===== config.mk =====
export PLATFORM = sky130hd
export DESIGN_NAME = hash_block_padder
export DESIGN_NICKNAME = d
export VERILOG_FILES = /design/src/rtl/hash_pad_pkg.sv /design/src/rtl/hash_pad_fifo.sv /design/src/rtl/hash_block_padder.sv
export SDC_FILE = /design/constraint.sdc
export NUM_CORES = 1
export LEC_CHECK = 0
export BUFFER_PORTS_ARGS = -buffer_cell sky130_fd_sc_hd__buf_2
export CORE_MARGIN = 4
export CORE_UTILIZATION = 45
export CTS_CLUSTER_DIAMETER = 100
export DETAILED_ROUTE_END_ITERATION = 10
export GPL_TIMING_DRIVEN = 0
export MAX_ROUTING_LAYER = met4
export PLACE_DENSITY = 0.68
export SLEW_MARGIN = 20
export SYNTH_ARGS = -nofsm -noshare
export SYNTH_HDL_FRONTEND = slang
export SYNTH_SLANG_ARGS = --single-unit

===== constraint.sdc =====
create_clock -name clk -period 18.8 [get_ports clk]
set_clock_uncertainty 0.05 [all_clocks]
set_input_delay 1.88 -clock clk [delete_from_list [all_inputs] [get_ports clk]]
set_output_delay 1.88 -clock clk [all_outputs]
set_load 0.01 [all_outputs]

===== src/rtl/hash_pad_pkg.sv =====
// hash_pad_pkg: shared states, constants and word helpers for the hash block padder
package hash_pad_pkg;

    typedef enum logic [2:0] {
        IDLE,
        FETCH,
        FILL,
        LEN_HI,
        LEN_LO,
        DONE
    } pad_state_t;

    localparam logic [7:0] PAD_BYTE    = 8'h80;
    localparam int         BLOCK_WORDS = 16;

    function automatic logic [31:0] bswap32(input logic [31:0] w);
        return {w[7:0], w[15:8], w[23:16], w[31:24]};
    endfunction

    // keep the first r message bytes (from bit 31) and place the pad byte right after them
    function automatic logic [31:0] pad_word(input logic [31:0] w, input logic [1:0] r);
        logic [31:0] keep;
        keep = ~(32'hFFFF_FFFF >> {r, 3'b000});
        return (w & keep) | ({PAD_BYTE, 24'h0} >> {r, 3'b000});
    endfunction

endpackage


===== src/rtl/hash_pad_fifo.sv =====
// hash_pad_fifo: small power-of-two FIFO buffering padded words towards the consumer
module hash_pad_fifo #(
    parameter int DEPTH = 2,
    parameter int W     = 37
) (
    input  logic                   clk,
    input  logic                   reset,
    input  logic                   push,
    input  logic                   pop,
    input  logic [W-1:0]           din,
    output logic [W-1:0]           dout,
    output logic                   empty,
    output logic [$clog2(DEPTH):0] count
);

    localparam int AW = $clog2(DEPTH);

    logic [W-1:0]  mem [DEPTH];
    logic [AW-1:0] wp, rp;

    assign dout  = mem[rp];
    assign empty = (count == '0);

    // storage array, no reset needed since empty gates every read
    always_ff @(posedge clk) begin
        if (push) mem[wp] <= din;
    end

    // pointers and occupancy
    always_ff @(posedge clk) begin
        if (reset) begin
            wp    <= '0;
            rp    <= '0;
            count <= '0;
        end else begin
            if (push) wp <= wp + AW'(1);
            if (pop) rp <= rp + AW'(1);
            count <= count + ($clog2(DEPTH)+1)'(push) - ($clog2(DEPTH)+1)'(pop);
        end
    end

endmodule


===== src/rtl/hash_block_padder.sv =====
// hash_block_padder: streams a memory message as padded 512-bit hash blocks (HASH_PAD_BSWAP_EN byte-swaps memory words)
module hash_block_padder
    import hash_pad_pkg::*;
#(
    parameter int ADDR_W     = 16,
    parameter int SIZE_W     = 32,
    parameter int FIFO_DEPTH = 2
) (
    input  logic              clk,
    input  logic              reset,
    input  logic              start,
    input  logic [ADDR_W-1:0] message_addr,
    input  logic [SIZE_W-1:0] size,
    output logic [ADDR_W-1:0] mem_addr,
    output logic              mem_rd,
    input  logic [31:0]       mem_read_data,
    output logic [31:0]       blk_word,
    output logic              blk_valid,
    input  logic              blk_ready,
    output logic [3:0]        blk_idx,
    output logic              blk_last,
    output logic              busy,
    output logic              done
);

    localparam int KW = SIZE_W + 5;
    localparam int CW = $clog2(FIFO_DEPTH) + 1;

    pad_state_t        state, state_n;
    logic [ADDR_W-1:0] addr_q;
    logic [SIZE_W-1:0] size_q;
    logic [KW-1:0]     k, k_n, rd_idx, total, nr, pad_k;
    logic [SIZE_W:0]   blocks, nreads;
    logic              rd_pending, room, pop, push, gen_push, gen_last;
    logic [31:0]       gen_word, rd_raw, rd_word;
    logic [36:0]       din, dout;
    logic              fifo_empty;
    logic [CW-1:0]     fifo_count;

    assign blocks = (({1'b0, size_q} + (SIZE_W+1)'(8)) >> 6) + (SIZE_W+1)'(1);
    assign nreads = ({1'b0, size_q} + (SIZE_W+1)'(3)) >> 2;
    assign total  = KW'(blocks) << 4;
    assign nr     = KW'(nreads);
    assign pad_k  = KW'(size_q >> 2);

`ifdef HASH_PAD_BSWAP_EN
    assign rd_raw = bswap32(mem_read_data);
`else
    assign rd_raw = mem_read_data;
`endif

    assign rd_word = (rd_idx == pad_k) ? pad_word(rd_raw, size_q[1:0]) : rd_raw;

    // a returning read already owns a slot, so room counts it alongside the stored words
    assign pop  = !fifo_empty && blk_ready;
    assign room = (32'(fifo_count) + 32'(rd_pending)) < (32'(FIFO_DEPTH) + 32'(pop));

    assign push = rd_pending | gen_push;
    assign din  = rd_pending ? {rd_word, rd_idx[3:0], 1'b0} : {gen_word, k[3:0], gen_last};

    assign blk_valid = !fifo_empty;
    assign {blk_word, blk_idx, blk_last} = fifo_empty ? 37'h0 : dout;
    assign busy     = (state != IDLE);
    assign mem_addr = mem_rd ? addr_q + ADDR_W'(k) : '0;

    // next-state, read issue and generated-word selection
    always_comb begin
        state_n  = state;
        k_n      = k;
        mem_rd   = 1'b0;
        gen_push = 1'b0;
        gen_word = 32'h0;
        gen_last = 1'b0;
        done     = 1'b0;
        case (state)
            IDLE: begin
                k_n = '0;
                if (start) state_n = FETCH;
            end
            FETCH: begin
                if (k >= nr) begin
                    state_n = (k == total - KW'(2)) ? LEN_HI : FILL;
                end else if (room) begin
                    mem_rd = 1'b1;
                    k_n    = k + KW'(1);
                    if (k_n == nr) state_n = (k_n == total - KW'(2)) ? LEN_HI : FILL;
                end
            end
            FILL: begin
                if (room && !rd_pending) begin
                    gen_push = 1'b1;
                    gen_word = (k == pad_k) ? {PAD_BYTE, 24'h0} : 32'h0;
                    k_n      = k + KW'(1);
                    if (k == total - KW'(3)) state_n = LEN_HI;
                end
            end
            LEN_HI: begin
                if (room && !rd_pending) begin
                    gen_push = 1'b1;
                    gen_word = 32'(size_q >> 29);
                    k_n      = k + KW'(1);
                    state_n  = LEN_LO;
                end
            end
            LEN_LO: begin
                if (k != total) begin
                    if (room && !rd_pending) begin
                        gen_push = 1'b1;
                        gen_word = 32'({size_q, 3'b000});
                        gen_last = 1'b1;
                        k_n      = k + KW'(1);
                    end
                end else if (pop && dout[0]) begin
                    state_n = DONE;
                end
            end
            DONE: begin
                done    = 1'b1;
                state_n = IDLE;
            end
            default: state_n = IDLE;
        endcase
    end

    // state, word counter, job parameters and the one-deep read return tracker
    always_ff @(posedge clk) begin
        if (reset) begin
            state      <= IDLE;
            k          <= '0;
            rd_pending <= 1'b0;
            rd_idx     <= '0;
            addr_q     <= '0;
            size_q     <= '0;
        end else begin
            state      <= state_n;
            k          <= k_n;
            rd_pending <= mem_rd;
            if (mem_rd) rd_idx <= k;
            if (state == IDLE && start) begin
                addr_q <= message_addr;
                size_q <= size;
            end
        end
    end

    hash_pad_fifo #(
        .DEPTH (FIFO_DEPTH),
        .W     (37)
    ) u_fifo (
        .clk   (clk),
        .reset (reset),
        .push  (push),
        .pop   (pop),
        .din   (din),
        .dout  (dout),
        .empty (fifo_empty),
        .count (fifo_count)
    );

endmodule


==> flow_summary.ini <==
[placement]
io_buffer_count = 139
post-place-ws_ns = 9.10
routabilityCongestion = 0.997
dp_hpwl_um = 45000

[critical_path]
start_kind = flip-flop
crit_start = size_q[2]
crit_path_max_fanout = 10
worstRegToRegCells = 23
criticalPathCategory = reg -> out
endpoint = mem_addr[13]
r2r_end = state[0]
crit_path_end_kind = primary output
rrSetupSlack_ns = 10.80
cp.arrival_ns = 8.21
rr_startpoint = size_q[2]
cp.required_ns = 16.87

[clocking]
htree_levels = 1
tritoncts = built
clock_latency_ns = 0.54
root_buffer = clkbuf_16
postCtsHoldBufs = 0
clk_pin_slew_worst_paths_ns = 0.06
cts.sinks = 205
cts_buffer_depth = 3
cts_post_setup_buffers_inserted = 0
post_cts_resized = 0
cts_buffers = 24

[floorplanning]
core_area_mm2 = 0.0339
die_area_mm2 = 0.0377
die_y_um = 194
die_w_um = 194
std_cell_rows = 67
start_util_pct = 46.0
ioPinCount = 141

[drt]
antenna_left = 0
via_per_inst = 5.90
firstDrtPassIters = 6
wl_per_cell_um = 21.9
initialDrtViolationCount = 1404
drc_errors = 0
drt_wl_total_um = 56200
vias = 15100

[grt]
grtUsageTotal_pct = 29.4
antenna_found_initial = 1
grt_pass1_vias = 14500
grt_max_degree = 23
grt_pass1_wl_um = 85000
overflow = 0

[yosys]
synth_edf_count = 74
ys.flop_type = dfxtp_1
synth_seq_cells = 205
avgSynthCellArea_um2 = 8.10
syn_area_mm2 = 0.0156
synth_nets = 2065
ys_seq_area_share_pct = 31.1
syn_inst = 1926
yosys_warnings = 0
synth-async-reset-ratio_pct = 0
yosysUniqueCellTypes = 93

[timing]
slew_headroom_pct = 35.5
fin_crit_ns = 10.14
tns_ns = 0
rsz0062_at_grt = no
setup_slack_ns = 8.66
finalSetupViolCount = 0
tightest_slew_ns = 0.960
fmax_mhz = 98.6
fin_crit_sh_pct = 53.9
finalHoldViolCount = 0
slew_violations = 0
hold-worst-slack_ns = 0.408

[hold_path]
min-delay-path-class = reg -> reg

[power]
clkPwrFrac_pct = 25.7
power_leakage_nw = 6.73
sw_frac_of_total_pct = 42.2
p_seq_share_pct = 29.7
ir_worst_vdd_uv = 70.5
p_int_mw = 1.11
power.share.combinational_pct = 44.6
power_switching_uw = 811
power_density_mw_per_mm2 = 108

[run_status]
outcome = completed

[finish]
drive_above_1_share_pct = 11.2
n_fill_cell = 3311
seq_area_mm2 = 0.00484
fin_nets = 2233
area_growth_pct = 14.0
postLayoutCoreUtil_pct = 52.5
multi_input_area_mm2 = 0.0100

[flow_run]
maxCapViolCount = 0
cell usage after synthesis (7+ instances only):
cell type | number | share of area [%]
nand2_1 | 258 | 6.2
a21oi_1 | 170 | 5.5
xnor2_1 | 159 | 8.9
nor2_1 | 156 | 3.8
dfxtp_1 | 131 | 17
clkbuf_1 | 109 | 2.6
xor2_1 | 98 | 5.5
edfxtp_1 | 74 | 14
o21ai_0 | 68 | 2.2
nand3_1 | 67 | 2.2
ha_1 | 54 | 4.3
nor3_1 | 46 | 1.5
mux2i_1 | 44 | 2.8
or3_1 | 41 | 1.6
nand4_1 | 36 | 1.4
inv_1 | 34 | 0.82
nor4_1 | 30 | 1.2
a22o_1 | 29 | 1.6
a31oi_1 | 26 | 1.0
and3_1 | 24 | 0.96
buf_1 | 20 | 0.48
a21o_1 | 18 | 0.87
and2_1 | 18 | 0.72
o21bai_1 | 15 | 0.72
nor2b_1 | 13 | 0.52
or4_1 | 12 | 0.58
buf_2 | 9 | 0.29
buf_4 | 7 | 0.34
worst min-delay path by stage:
stage | from | endpoint | slack (ns) | cells after the start
2_1_floorplan | rd_idx[31] | rd_idx[31] | 0.38 | 1
6_report | rd_idx[31] | rd_idx[31] | 0.41 | 1
3_3_place_gp | rd_idx[34] | rd_idx[34] | 0.39 | 1
3_5_place_dp | rd_idx[31] | rd_idx[31] | 0.40 | 1
4_1_cts | rd_idx[31] | rd_idx[31] | 0.41 | 1
5_1_grt | rd_idx[31] | rd_idx[31] | 0.42 | 1
power groups by stage:
stage	clock, mW	combinational (mW)	sequential [mW]
finish	0.494	0.857	0.571
global route	0.518	0.924	0.576
CTS	0.497	0.844	0.570
detailed placement	0	0.841	0.580
global placement	0	0.818	0.580
floorplan	0	0.545	0.571
per-layer routing:
metal / GRT usage (%) / vias to the layer above / wire [um]
met2: 45.2 / 660 / 24800
li1: - / 7182 / -
met1: 38.3 / 7163 / 23900
met4: 11.3 / 0 / 2460
met3: 5.75 / 107 / 5020
met5: - / - / 0
metrics by stage:
stage / total power [mW] / instances / instance area [um^2]
global route: 2.02 / 2561 / 17800
CTS: 1.91 / 2560 / 17800
floorplan: 1.12 / 1926 / 15600
global placement: 1.40 / 2513 / 16800
detailed placement: 1.42 / 2516 / 16900
finish: 1.92 / 2563 / 17800
state kept, by name, indices dropped and copies added (netlist names), named ones only:
| name | cells |
|---|---|
| u_fifo.mem | 74 |
| k | 37 |
| rd_idx | 37 |
| size_q | 32 |
| addr_q | 16 |
| state | 3 |
| u_fifo.count | 2 |
| rd_pending | 1 |
| u_fifo.rp | 1 |
| u_fifo.wp | 1 |
cells by family (layout without fill, tap and decap cells):
kind of cell,Yosys count,in the layout,synth area share (%)
xor gates and xnor gates,266,266,15.7
other,0,3,0
adders and majority gates,56,56,4.53
AOI/OAI and AO/OA,408,408,16.5
and+or+nand+nor,762,762,24.5
DFF,205,205,31.1
muxes,46,46,2.97
buffers and inverters,183,369,4.70
worst max-delay path, stage by stage (launching register included):
cell,delay [ns]
dfxtp_1,0.30
clkbuf_1,0.49
o21ai_1,0.40
buf_4,0.29
nor3_1,0.61
and3_1,0.25
clkbuf_1,0.42
nand3_1,0.18
xnor2_1,0.44
ha_1,0.34
a21o_1,0.16
a21o_1,0.16
a2111oi_0,0.38
o311ai_0,0.28
a21o_1,0.25
a31oi_2,0.62
clkbuf_1,0.54
nand2_1,0.14
or2_2,0.32
clkbuf_1,0.25
buf_1,0.37
a211oi_1,0.30
buf_2,0.17
cell type report:
class	instances	area share [%]
antenna	3	0.0422
inverter	36	0.760
buffer	147	3.37
tap	448	3.15
timing repair buffer	142	4.27
sequential	205	27.3
clock inverter	17	1.15
multi-input combinational	1538	56.5
clock buffer	27	3.50
layout by cell type, fill, tap and decap left out, types with 8 or more instances in the layout:
cell type / count
dfxtp_1: 131
nor4_1: 29
and2_1: 18
buf_2: 148
clkbuf_1: 111
a22o_1: 29
a21o_1: 18
nand4_1: 36
and3_1: 24
nor2b_1: 12
nand2_1: 258
xnor2_1: 159
or4_1: 12
nor3_1: 46
buf_4: 8
inv_1: 34
mux2i_1: 44
xor2_1: 98
o21bai_1: 15
ha_1: 54
nand3_1: 67
clkbuf_16: 24
a31oi_1: 25
or3_1: 41
o21ai_0: 67
edfxtp_1: 74
a21oi_1: 170
nor2_1: 155
buf_1: 20
Power figures use the tool's default switching activity.
